[config.mk]
export PLATFORM = sky130hd
export DESIGN_NAME = ram_fifo_ctrl
export DESIGN_NICKNAME = d
export VERILOG_FILES = /design/src/rtl/ram_fifo_pkg.sv /design/src/rtl/ram_fifo_ctrl_out_buf2.sv /design/src/rtl/ram_fifo_ctrl.sv
export SDC_FILE = /design/constraint.sdc
export NUM_CORES = 1
export LEC_CHECK = 0
export CAP_MARGIN = 0
export CORE_ASPECT_RATIO = 1.2
export CORE_UTILIZATION = 40
export DETAILED_ROUTE_END_ITERATION = 10
export DONT_BUFFER_PORTS = 1
export HOLD_SLACK_MARGIN = 0.12
export PLACE_DENSITY = 0.56
export SLEW_MARGIN = 20
export SYNTH_ARGS = -nofsm -noshare
export SYNTH_HDL_FRONTEND = slang
export SYNTH_SLANG_ARGS = --single-unit
[constraint.sdc]
create_clock -name clk -period 5.3 [get_ports clk]
set_input_delay 0.53 -clock clk [delete_from_list [all_inputs] [get_ports clk]]
set_output_delay 0.53 -clock clk [all_outputs]
set_load 0.02 [all_outputs]
[src/rtl/ram_fifo_pkg.sv]
// Shared helpers for the RAM-backed FIFO controller.
// cnt_width: bit width needed for an occupancy of 0..WORDS+2.
// next_ptr : RAM address increment with wrap at WORDS-1 (WORDS need not be a power of two).
package ram_fifo_pkg;

  // Occupancy of the 2-entry output buffer (0..2)
  typedef logic [1:0] bcnt_t;

  function automatic int unsigned cnt_width(input int unsigned words);
    return $clog2(words + 32'd3);
  endfunction

  function automatic int unsigned next_ptr(input int unsigned ptr, input int unsigned words);
    return (ptr == words - 32'd1) ? 32'd0 : ptr + 32'd1;
  endfunction

endpackage

[src/rtl/ram_fifo_ctrl_out_buf2.sv]
// Two-entry register buffer that holds words returned by the RAM read port.
// Ports: i_clk/i_rst clock and async active-high reset, i_clr synchronous clear,
//        i_push/i_data capture a word at the tail, i_pop drops the head,
//        o_head current head word, o_cnt number of words held (0..2).
// No flow control: the caller never pushes into a full buffer or pops an empty one.
module fifo_out_buf2
  import ram_fifo_pkg::*;
#(
  parameter int unsigned DW = 8
) (
  input  logic          i_clk,
  input  logic          i_rst,
  input  logic          i_clr,
  input  logic          i_push,
  input  logic [DW-1:0] i_data,
  input  logic          i_pop,
  output logic [DW-1:0] o_head,
  output bcnt_t         o_cnt
);

  logic [DW-1:0] r_ent0;
  logic [DW-1:0] r_ent1;
  bcnt_t         r_cnt;

  // Entry 0 is always the head; a pop shifts entry 1 down
  always_ff @(posedge i_clk or posedge i_rst) begin
    if (i_rst) begin
      r_ent0 <= '0;
      r_ent1 <= '0;
      r_cnt  <= '0;
    end else if (i_clr) begin
      r_cnt <= '0;
    end else begin
      case ({i_push, i_pop})
        2'b10: begin
          if (r_cnt == 2'd0) r_ent0 <= i_data;
          else               r_ent1 <= i_data;
          r_cnt <= r_cnt + 2'd1;
        end
        2'b01: begin
          r_ent0 <= r_ent1;
          r_cnt  <= r_cnt - 2'd1;
        end
        2'b11: begin
          if (r_cnt == 2'd2) begin
            r_ent0 <= r_ent1;
            r_ent1 <= i_data;
          end else begin
            r_ent0 <= i_data;
          end
        end
        default: ;
      endcase
    end
  end

  assign o_head = r_ent0;
  assign o_cnt  = r_cnt;

endmodule

[src/rtl/ram_fifo_ctrl.sv]
// FIFO controller sequencing an external simple dual-port RAM (registered read,
// one-cycle latency) with first-word-fall-through streams on both sides.
// Ports: clk/rst clock and async active-high reset, flush synchronous clear,
//        s_valid/s_ready/s_data write stream, m_valid/m_ready/m_data read stream,
//        count total words held, ram_addr_a/ram_wr_a/ram_din_a RAM write port,
//        ram_addr_b/ram_qout_b RAM read port.
module ram_fifo_ctrl
  import ram_fifo_pkg::*;
#(
  parameter  int unsigned WORDS = 256,
  parameter  int unsigned DW    = 8,
  localparam int unsigned AW    = $clog2(WORDS),
  localparam int unsigned CW    = cnt_width(WORDS)
) (
  input  logic          clk,
  input  logic          rst,
  input  logic          flush,
  input  logic          s_valid,
  output logic          s_ready,
  input  logic [DW-1:0] s_data,
  output logic          m_valid,
  input  logic          m_ready,
  output logic [DW-1:0] m_data,
  output logic [CW-1:0] count,
  output logic [AW-1:0] ram_addr_a,
  output logic          ram_wr_a,
  output logic [DW-1:0] ram_din_a,
  output logic [AW-1:0] ram_addr_b,
  input  logic [DW-1:0] ram_qout_b
);

  logic [AW-1:0] r_wr_ptr;
  logic [AW-1:0] r_rd_ptr;
  logic [CW-1:0] r_ram_cnt;
  logic          r_inflight;

  logic          w_push;
  logic          w_pop;
  logic          w_issue;
  logic          w_cap;
  bcnt_t         w_buf_cnt;

  assign s_ready = !rst && !flush && (r_ram_cnt != CW'(WORDS));
  assign w_push  = s_valid && s_ready;
  assign m_valid = (w_buf_cnt != 2'd0) && !flush;
  assign w_pop   = m_valid && m_ready;
  assign w_cap   = r_inflight && !flush;

  // Issue only when the buffer can absorb the word already in flight plus this one,
  // crediting the slot a pop frees this cycle
  assign w_issue = !flush && (r_ram_cnt != '0) &&
                   ((3'(w_buf_cnt) + 3'(r_inflight)) <= (3'd1 + 3'(w_pop)));

  assign ram_wr_a   = w_push;
  assign ram_addr_a = r_wr_ptr;
  assign ram_din_a  = s_data;
  assign ram_addr_b = r_rd_ptr;

  assign count = r_ram_cnt + CW'(r_inflight) + CW'(w_buf_cnt);

  // Pointers, RAM occupancy and the read-in-flight flag
  always_ff @(posedge clk or posedge rst) begin
    if (rst) begin
      r_wr_ptr   <= '0;
      r_rd_ptr   <= '0;
      r_ram_cnt  <= '0;
      r_inflight <= 1'b0;
    end else if (flush) begin
      r_wr_ptr   <= '0;
      r_rd_ptr   <= '0;
      r_ram_cnt  <= '0;
      r_inflight <= 1'b0;
    end else begin
      if (w_push)  r_wr_ptr <= AW'(next_ptr(32'(r_wr_ptr), WORDS));
      if (w_issue) r_rd_ptr <= AW'(next_ptr(32'(r_rd_ptr), WORDS));
      r_inflight <= w_issue;
      r_ram_cnt  <= r_ram_cnt + CW'(w_push) - CW'(w_issue);
    end
  end

  fifo_out_buf2 #(
    .DW (DW)
  ) u_out_buf (
    .i_clk  (clk),
    .i_rst  (rst),
    .i_clr  (flush),
    .i_push (w_cap),
    .i_data (ram_qout_b),
    .i_pop  (w_pop),
    .o_head (m_data),
    .o_cnt  (w_buf_cnt)
  );

endmodule

After elaboration in Yosys (flattened, before gate mapping)

Index checks and enable logic that the tools add are counted.

Register bits after elaboration: 44
Output and inout port bits: 44
Word-level logic and storage cells: 65

Add/sub/neg operators: 10
Order comparisons: 1
Eq/ne operators: 10
Mux-type cells: 16
Bitwise operators: 1
Reductions and logical operators: 20

Operators by type and width:

| cell                                                                    | number |
|---|---|
| 8-bit 2-to-1 mux                                                        | 10 |
| 8-bit case mux with 3 select lines                                      | 1 |
| 9-bit by 1-bit adder with 9-bit output                                  | 2 |
| 8-bit by 1-bit adder with 8-bit output, second input constant           | 2 |
| 8-bit equality test, second input constant                              | 2 |
| 8-bit case mux with 2 select lines                                      | 1 |
| 9-bit by 2-bit adder with 9-bit output                                  | 1 |
| 9-bit 2-to-1 mux                                                        | 1 |
| 9-bit inequality test, second input constant                            | 1 |
| 9-bit nonzero test                                                      | 1 |
| 9-bit by 1-bit subtractor with 9-bit output                             | 1 |
| 1-bit logical AND                                                       | 8 |
| 2-bit nonzero test                                                      | 4 |
| 2-bit equality test, second input constant                              | 3 |
| 3-bit nonzero test                                                      | 2 |
| 2-bit by 1-bit inequality test with 1-bit output, second input constant | 2 |
| 2-bit case mux with 2 select lines                                      | 1 |
| 4-bit AND reduction                                                     | 1 |
| 2-bit by 1-bit adder with 3-bit output                                  | 1 |
| 3-bit by 2-bit less-or-equal comparator with 1-bit output               | 1 |
| 3-bit AND reduction                                                     | 1 |
| 1-bit by 1-bit adder with 2-bit output, first input constant            | 1 |
| 2-bit by 1-bit adder with 2-bit output, second input constant           | 1 |
| 2-bit by 1-bit equality test with 1-bit output, second input constant   | 1 |
| 7 further kinds                                                         | 8 |

Logic depth before layout (Yosys ltp)

Depth after elaboration: 8
Gate-level depth with buffers: 16
Gate-level depth less buffers: 15

By module

A second synthesis with hierarchy kept.

Cells, all modules: 289
Area total of the unflattened synthesis: 2851.5 µm²

By module, submodules not included:

| module        | times used | cells each | area each (µm²) | seq. area each (µm²) |
|---|---|---|---|---|
| ram_fifo_ctrl | 1          | 221        | 2019.4          | 650.6 |
| fifo_out_buf2 | 1          | 68         | 832.0           | 450.4 |

Worst setup path before layout

No wires, ideal clock.

Path kind: input-to-reg
From: input flush
To: register r_ram_cnt[8]
Arrival time: 4191 ps
Required time: 5175 ps
Setup slack: 984 ps
Stages: 16
Cells stage by stage: buf_2 -> o21ba_2 -> nand2_1 -> fa_1 -> nor3b_1 -> o21ai_0 -> nand2_1 -> nor2_1 -> ha_1 -> inv_1 -> ha_1 -> fa_1 -> a211oi_1 -> o31a_1 -> o31a_1 -> mux2_2

Cells in the longest elaborated chain, start to end: 8
Elaborated cells on any way between the ends: 13

RTL lines:

| what                                                      | line                | source |
|---|---|---|
| from (decl)                                               | ram_fifo_ctrl.sv:17 | `input logic flush,` |
| 1-bit logical NOT                                         | ram_fifo_ctrl.sv:45 | `assign m_valid = (w_buf_cnt != 2'd0) && !flush;` |
| 1-bit logical AND                                         | ram_fifo_ctrl.sv:45 |  |
| net m_valid                                               | ram_fifo_ctrl.sv:21 | `output logic m_valid,` |
| 1-bit logical AND                                         | ram_fifo_ctrl.sv:46 | `assign w_pop = m_valid && m_ready;` |
| 1-bit by 1-bit adder with 2-bit output                    | ram_fifo_ctrl.sv:52 | `((3'(w_buf_cnt) + 3'(r_inflight)) <= (3'd1 + 3'(w_pop)));` |
| 3-bit by 2-bit less-or-equal comparator with 1-bit output | ram_fifo_ctrl.sv:52 |  |
| 1-bit logical AND                                         | ram_fifo_ctrl.sv:51 | `assign w_issue = !flush && (r_ram_cnt != '0) &&` |
| 9-bit by 1-bit subtractor with 9-bit output               | ram_fifo_ctrl.sv:77 | `r_ram_cnt <= r_ram_cnt + CW'(w_push) - CW'(w_issue);` |
| 9-bit 2-to-1 mux                                          | ram_fifo_ctrl.sv:68 | `end else if (flush) begin` |
| to (signal assigned)                                      | ram_fifo_ctrl.sv:77 |  |
| to (decl)                                                 | ram_fifo_ctrl.sv:34 | `logic [CW-1:0] r_ram_cnt;` |

The timed path passes the listed nets, and every way through them passes these cells.
A chain may end at the register's enable or synchronous reset.

Worst setup path after layout

From: register u_out_buf.r_cnt[1] (netlist: u_out_buf.o_cnt[1])
To: register r_ram_cnt[8]

Cells in the longest elaborated chain, start to end: 8
Elaborated cells on any way between the ends: 9

RTL lines:

| what                                                      | line                         | source |
|---|---|---|
| from (decl)                                               | ram_fifo_ctrl_out_buf2.sv:23 | `bcnt_t r_cnt;` |
| from (signal assigned)                                    | ram_fifo_ctrl_out_buf2.sv:38 | `r_cnt <= r_cnt + 2'd1;` |
| from (signal assigned)                                    | ram_fifo_ctrl_out_buf2.sv:42 | `r_cnt <= r_cnt - 2'd1;` |
| 2-bit nonzero test                                        | ram_fifo_ctrl.sv:45          |  |
| 1-bit logical AND                                         | ram_fifo_ctrl.sv:45          |  |
| net m_valid                                               | ram_fifo_ctrl.sv:21          |  |
| 1-bit logical AND                                         | ram_fifo_ctrl.sv:46          |  |
| 1-bit by 1-bit adder with 2-bit output                    | ram_fifo_ctrl.sv:52          |  |
| 3-bit by 2-bit less-or-equal comparator with 1-bit output | ram_fifo_ctrl.sv:52          |  |
| 1-bit logical AND                                         | ram_fifo_ctrl.sv:51          |  |
| 9-bit by 1-bit subtractor with 9-bit output               | ram_fifo_ctrl.sv:77          |  |
| 9-bit 2-to-1 mux                                          | ram_fifo_ctrl.sv:68          |  |

The timed path passes the listed nets, and every way through them passes these cells.

==> impl_metrics.xml <==
<?xml version="1.0" encoding="UTF-8"?>
<metrics>
  <group name="status">
    <metric name="status" unit="">completed</metric>
  </group>
  <group name="routing">
    <metric name="finalWirelength" unit="um">5990</metric>
    <metric name="via_per_inst" unit="">5.59</metric>
    <metric name="drc" unit="">0</metric>
    <metric name="route.detailed.wl_per_inst" unit="um">16.0</metric>
    <metric name="drt_pass1_iterations" unit="">4</metric>
    <metric name="ant_nets" unit="">0</metric>
    <metric name="via_count" unit="">2090</metric>
    <metric name="initialDrtViolationCount" unit="">128</metric>
  </group>
  <group name="clock_network">
    <metric name="cts-buffers-inserted" unit="">5</metric>
    <metric name="clock_tree.buffer_depth" unit="">2</metric>
    <metric name="cts_sinks" unit="">44</metric>
    <metric name="tritoncts_clock_tree" unit="">done</metric>
    <metric name="cts_max_level" unit="">2</metric>
    <metric name="path_clk_slew" unit="ns">0.09</metric>
    <metric name="cts-hold-fix-buffers" unit="">0</metric>
    <metric name="cts_resized" unit="">0</metric>
    <metric name="root_buffer" unit="">sky130_fd_sc_hd__clkbuf_8</metric>
    <metric name="insertion_delay" unit="ns">0.30</metric>
    <metric name="cts_setup_buffers" unit="">0</metric>
  </group>
  <group name="yosys">
    <metric name="gate_count_after_technology_mapping" unit="">292</metric>
    <metric name="synth.yosys.seq_area_share" unit="%">37.4</metric>
    <metric name="synth_cell_type_count" unit="">57</metric>
    <metric name="ranking_of_synthesized_cells_by_area" unit="">sky130_fd_sc_hd__dfrtp_1 37%, sky130_fd_sc_hd__ha_1 9.8%, sky130_fd_sc_hd__mux2_2 5.0%</metric>
    <metric name="syn_area_per_cell" unit="um2">10.1</metric>
    <metric name="netlist.area_leader.share" unit="%">37.4</metric>
    <metric name="synthFlopType" unit="">sky130_fd_sc_hd__dfrtp_1</metric>
    <metric name="yosys_warnings" unit="">0</metric>
    <metric name="synth.most_common_cell" unit="">sky130_fd_sc_hd__dfrtp_1</metric>
    <metric name="yosys.area.top_type" unit="">sky130_fd_sc_hd__dfrtp_1</metric>
    <metric name="synth_enable_flop_cells" unit="">0</metric>
    <metric name="synth.cell_area" unit="mm2">0.00295</metric>
    <metric name="synthesis.nets" unit="">340</metric>
    <metric name="synth.ff_latch_count" unit="">44</metric>
    <metric name="yosys-top-cells-count" unit="">44 x sky130_fd_sc_hd__dfrtp_1, 25 x sky130_fd_sc_hd__inv_1, 23 x sky130_fd_sc_hd__ha_1</metric>
    <metric name="postSynth.asyncResetShare" unit="%">100</metric>
  </group>
  <group name="floorplanning">
    <metric name="num_rows" unit="">33</metric>
    <metric name="die_height" unit="um">96.0</metric>
    <metric name="die_width" unit="um">80.4</metric>
    <metric name="starting_density" unit="%">42.2</metric>
    <metric name="io-pin-count" unit="">65</metric>
    <metric name="fp.coreArea" unit="mm2">0.00698</metric>
    <metric name="die-area" unit="mm2">0.00772</metric>
  </group>
  <group name="critical_path">
    <metric name="path_cells" unit="">o21ba_2 -&gt; nand2_1 -&gt; fa_1 -&gt; nor3b_1 -&gt; o21ai_0 -&gt; nand2_1 -&gt; nor2_1 -&gt; ha_1 -&gt; inv_1 -&gt; ha_1 -&gt; fa_1 -&gt; a211oi_1 -&gt; o31a_1 -&gt; o31a_1 -&gt; mux2_2</metric>
    <metric name="timing.critical_path.from_type" unit="">register</metric>
    <metric name="cp_data_arrival_time" unit="ns">4.72</metric>
    <metric name="critical_path_peak_fanout" unit="">10</metric>
    <metric name="timing.critical_path.slowest_cell_delay" unit="ns">0.58</metric>
    <metric name="endpoint_kind" unit="">register</metric>
    <metric name="slowest_stage" unit="">sky130_fd_sc_hd__dfrtp_1</metric>
    <metric name="timing_worst_setup_path_type" unit="">register to register</metric>
    <metric name="cp_data_required_time" unit="ns">5.49</metric>
  </group>
  <group name="sta">
    <metric name="min_period" unit="ns">4.53</metric>
    <metric name="finClkSkew" unit="ns">0.00969</metric>
    <metric name="final.setup.tns" unit="ns">0</metric>
    <metric name="max_slew_margin" unit="%">56.5</metric>
    <metric name="final_setup_violation_count" unit="">0</metric>
    <metric name="final_hold_viol_count" unit="">0</metric>
    <metric name="min_period_over_period" unit="%">85.5</metric>
    <metric name="fmaxAchievable" unit="MHz">221</metric>
    <metric name="final-max-slew-violation-count" unit="">0</metric>
    <metric name="tightest_slew" unit="ns">0.648</metric>
    <metric name="rsz0062_at_grt" unit="">false</metric>
  </group>
  <group name="pwr">
    <metric name="report.power.total" unit="mW">1.68</metric>
    <metric name="ir_worst_vdd" unit="V">0.000257</metric>
    <metric name="power.density" unit="mW/mm2">550</metric>
    <metric name="p_leak" unit="nW">1.35</metric>
  </group>
  <group name="cells_and_area">
    <metric name="area_growth_syn_to_layout" unit="%">3.78</metric>
    <metric name="post_route_cells_drive_above_1_share" unit="%">11.8</metric>
    <metric name="filler_cell_count" unit="">666</metric>
    <metric name="instances_no_fill" unit="">374</metric>
    <metric name="post-route-cell-area" unit="mm2">0.00306</metric>
    <metric name="final_nets" unit="">334</metric>
    <metric name="insertedDiodeCount" unit="">0</metric>
  </group>
  <group name="global_route">
    <metric name="via_count_of_the_first_global_routing_pass" unit="">2110</metric>
    <metric name="antenna_found_initial" unit="">0</metric>
    <metric name="grt_first_pass_wirelength" unit="um">9950</metric>
    <metric name="largest_net_degree_at_the_start_of_global_routing" unit="">45</metric>
    <metric name="gr-usage-all-layers" unit="%">16.7</metric>
    <metric name="grt_overflow" unit="">0</metric>
  </group>
  <group name="flow_run">
    <metric name="cap_viol_max_count" unit="">0</metric>
  </group>
  <group name="place">
    <metric name="port_buffer_count" unit="">0</metric>
    <metric name="dp_hpwl" unit="um">4400</metric>
    <metric name="dp_cells" unit="">366</metric>
    <metric name="gp_routability_congestion" unit="">0.806</metric>
    <metric name="post_detailed_placement_cell_area" unit="mm2">0.00297</metric>
  </group>
  <group name="hold_path">
    <metric name="path_category_of_the_worst_min_delay_check" unit="">primary input to register</metric>
  </group>
</metrics>
## worst max-delay path: cells and delay by family (launching register included)
kind | cells | cell delay (ns)
AO/OA/AOI/OAI | 5 | 1.31
adder cells (fa/ha/maj) | 4 | 1.48
AND/OR/NAND/NOR | 4 | 0.69
flip-flops | 1 | 0.58
multiplexers | 1 | 0.33
buffers and inverters | 1 | 0.04
## layer usage
metal  wire length [um]  vias up  global-route usage [%]
met3                294        8                    3.51
met4                 80        0                    5.95
met2               2930       45                    29.2
li1                   -     1025                       -
met5                  0        -                       0
met1               2680     1012                    20.2
## layout by cell type (no fill, tap or decap), drive strengths merged, types with 9 or more instances in the layout
cell | netlist | routed
nand2 | 12 | 12
xnor2 | 11 | 11
o21ai | 9 | 9
mux2 | 13 | 13
dfrtp | 44 | 44
nor2 | 21 | 21
a21oi | 16 | 16
ha | 23 | 23
inv | 25 | 25
## metrics by stage
stage / hold WS (ns) / utilization, % / setup slack (ns)
2_1_floorplan: 0.479 / - / 0.984
3_3_place_gp: 0.487 / 42.5 / 0.901
3_5_place_dp: 0.492 / 42.5 / 0.829
4_1_cts: 0.276 / 43.8 / 0.791
5_1_grt: 0.272 / 43.8 / 0.371
6_report: 0.285 / 43.8 / 0.770
## cell families (layout without fill, tap and decap cells)
kind of cell / count (synthesis) / count (layout) / synth area share (%)
mux: 18 / 18 / 6.67
flops: 44 / 44 / 37.4
buf+inv: 40 / 35 / 6.54
simple gates: 84 / 84 / 15.6
xor+xnor: 12 / 12 / 3.57
compound gates: 67 / 67 / 17.8
fa+ha+maj: 27 / 27 / 12.5
## path summary, 6_finish.rpt
check	start	to	slack, ns	depth (start not counted)
setup / recovery	u_out_buf.o_cnt[1]	r_ram_cnt[8]	0.77	15
hold / removal	flush	ram_addr_a[4]	0.29	1
setup reg to reg	u_out_buf.o_cnt[1]	r_ram_cnt[8]	0.77	15
hold reg to reg	u_out_buf.r_ent1[2]	u_out_buf.r_ent1[2]	0.51	1
max in group asynchronous	rst	u_out_buf.r_ent1[3]	4.59	2
min in group asynchronous	rst	ram_addr_a[1]	0.30	2
## power by group
part,total (mW),internal [mW],switching [mW]
clock,0.224,0.107,0.118
combinational,0.864,0.374,0.490
sequential,0.594,0.443,0.151
## final cells by class
type	count	area, um2	share of cell area (%)
inverter	26	97.6	3.19
multi-input combinational	208	1650	54.1
clock buffer	8	90.1	2.95
tap	87	109	3.56
timing repair buffer	1	7.51	0.245
sequential	44	1100	36.0
## registers in the layout (all words and copies together) (netlist names)
signal,cells
r_ram_cnt,9
u_out_buf.o_head,8
u_out_buf.o_cnt,2
ram_addr_b,8
ram_addr_a,8
u_out_buf.r_ent1,8
r_inflight,1
Note: power is estimated with default switching activity, not from simulation.
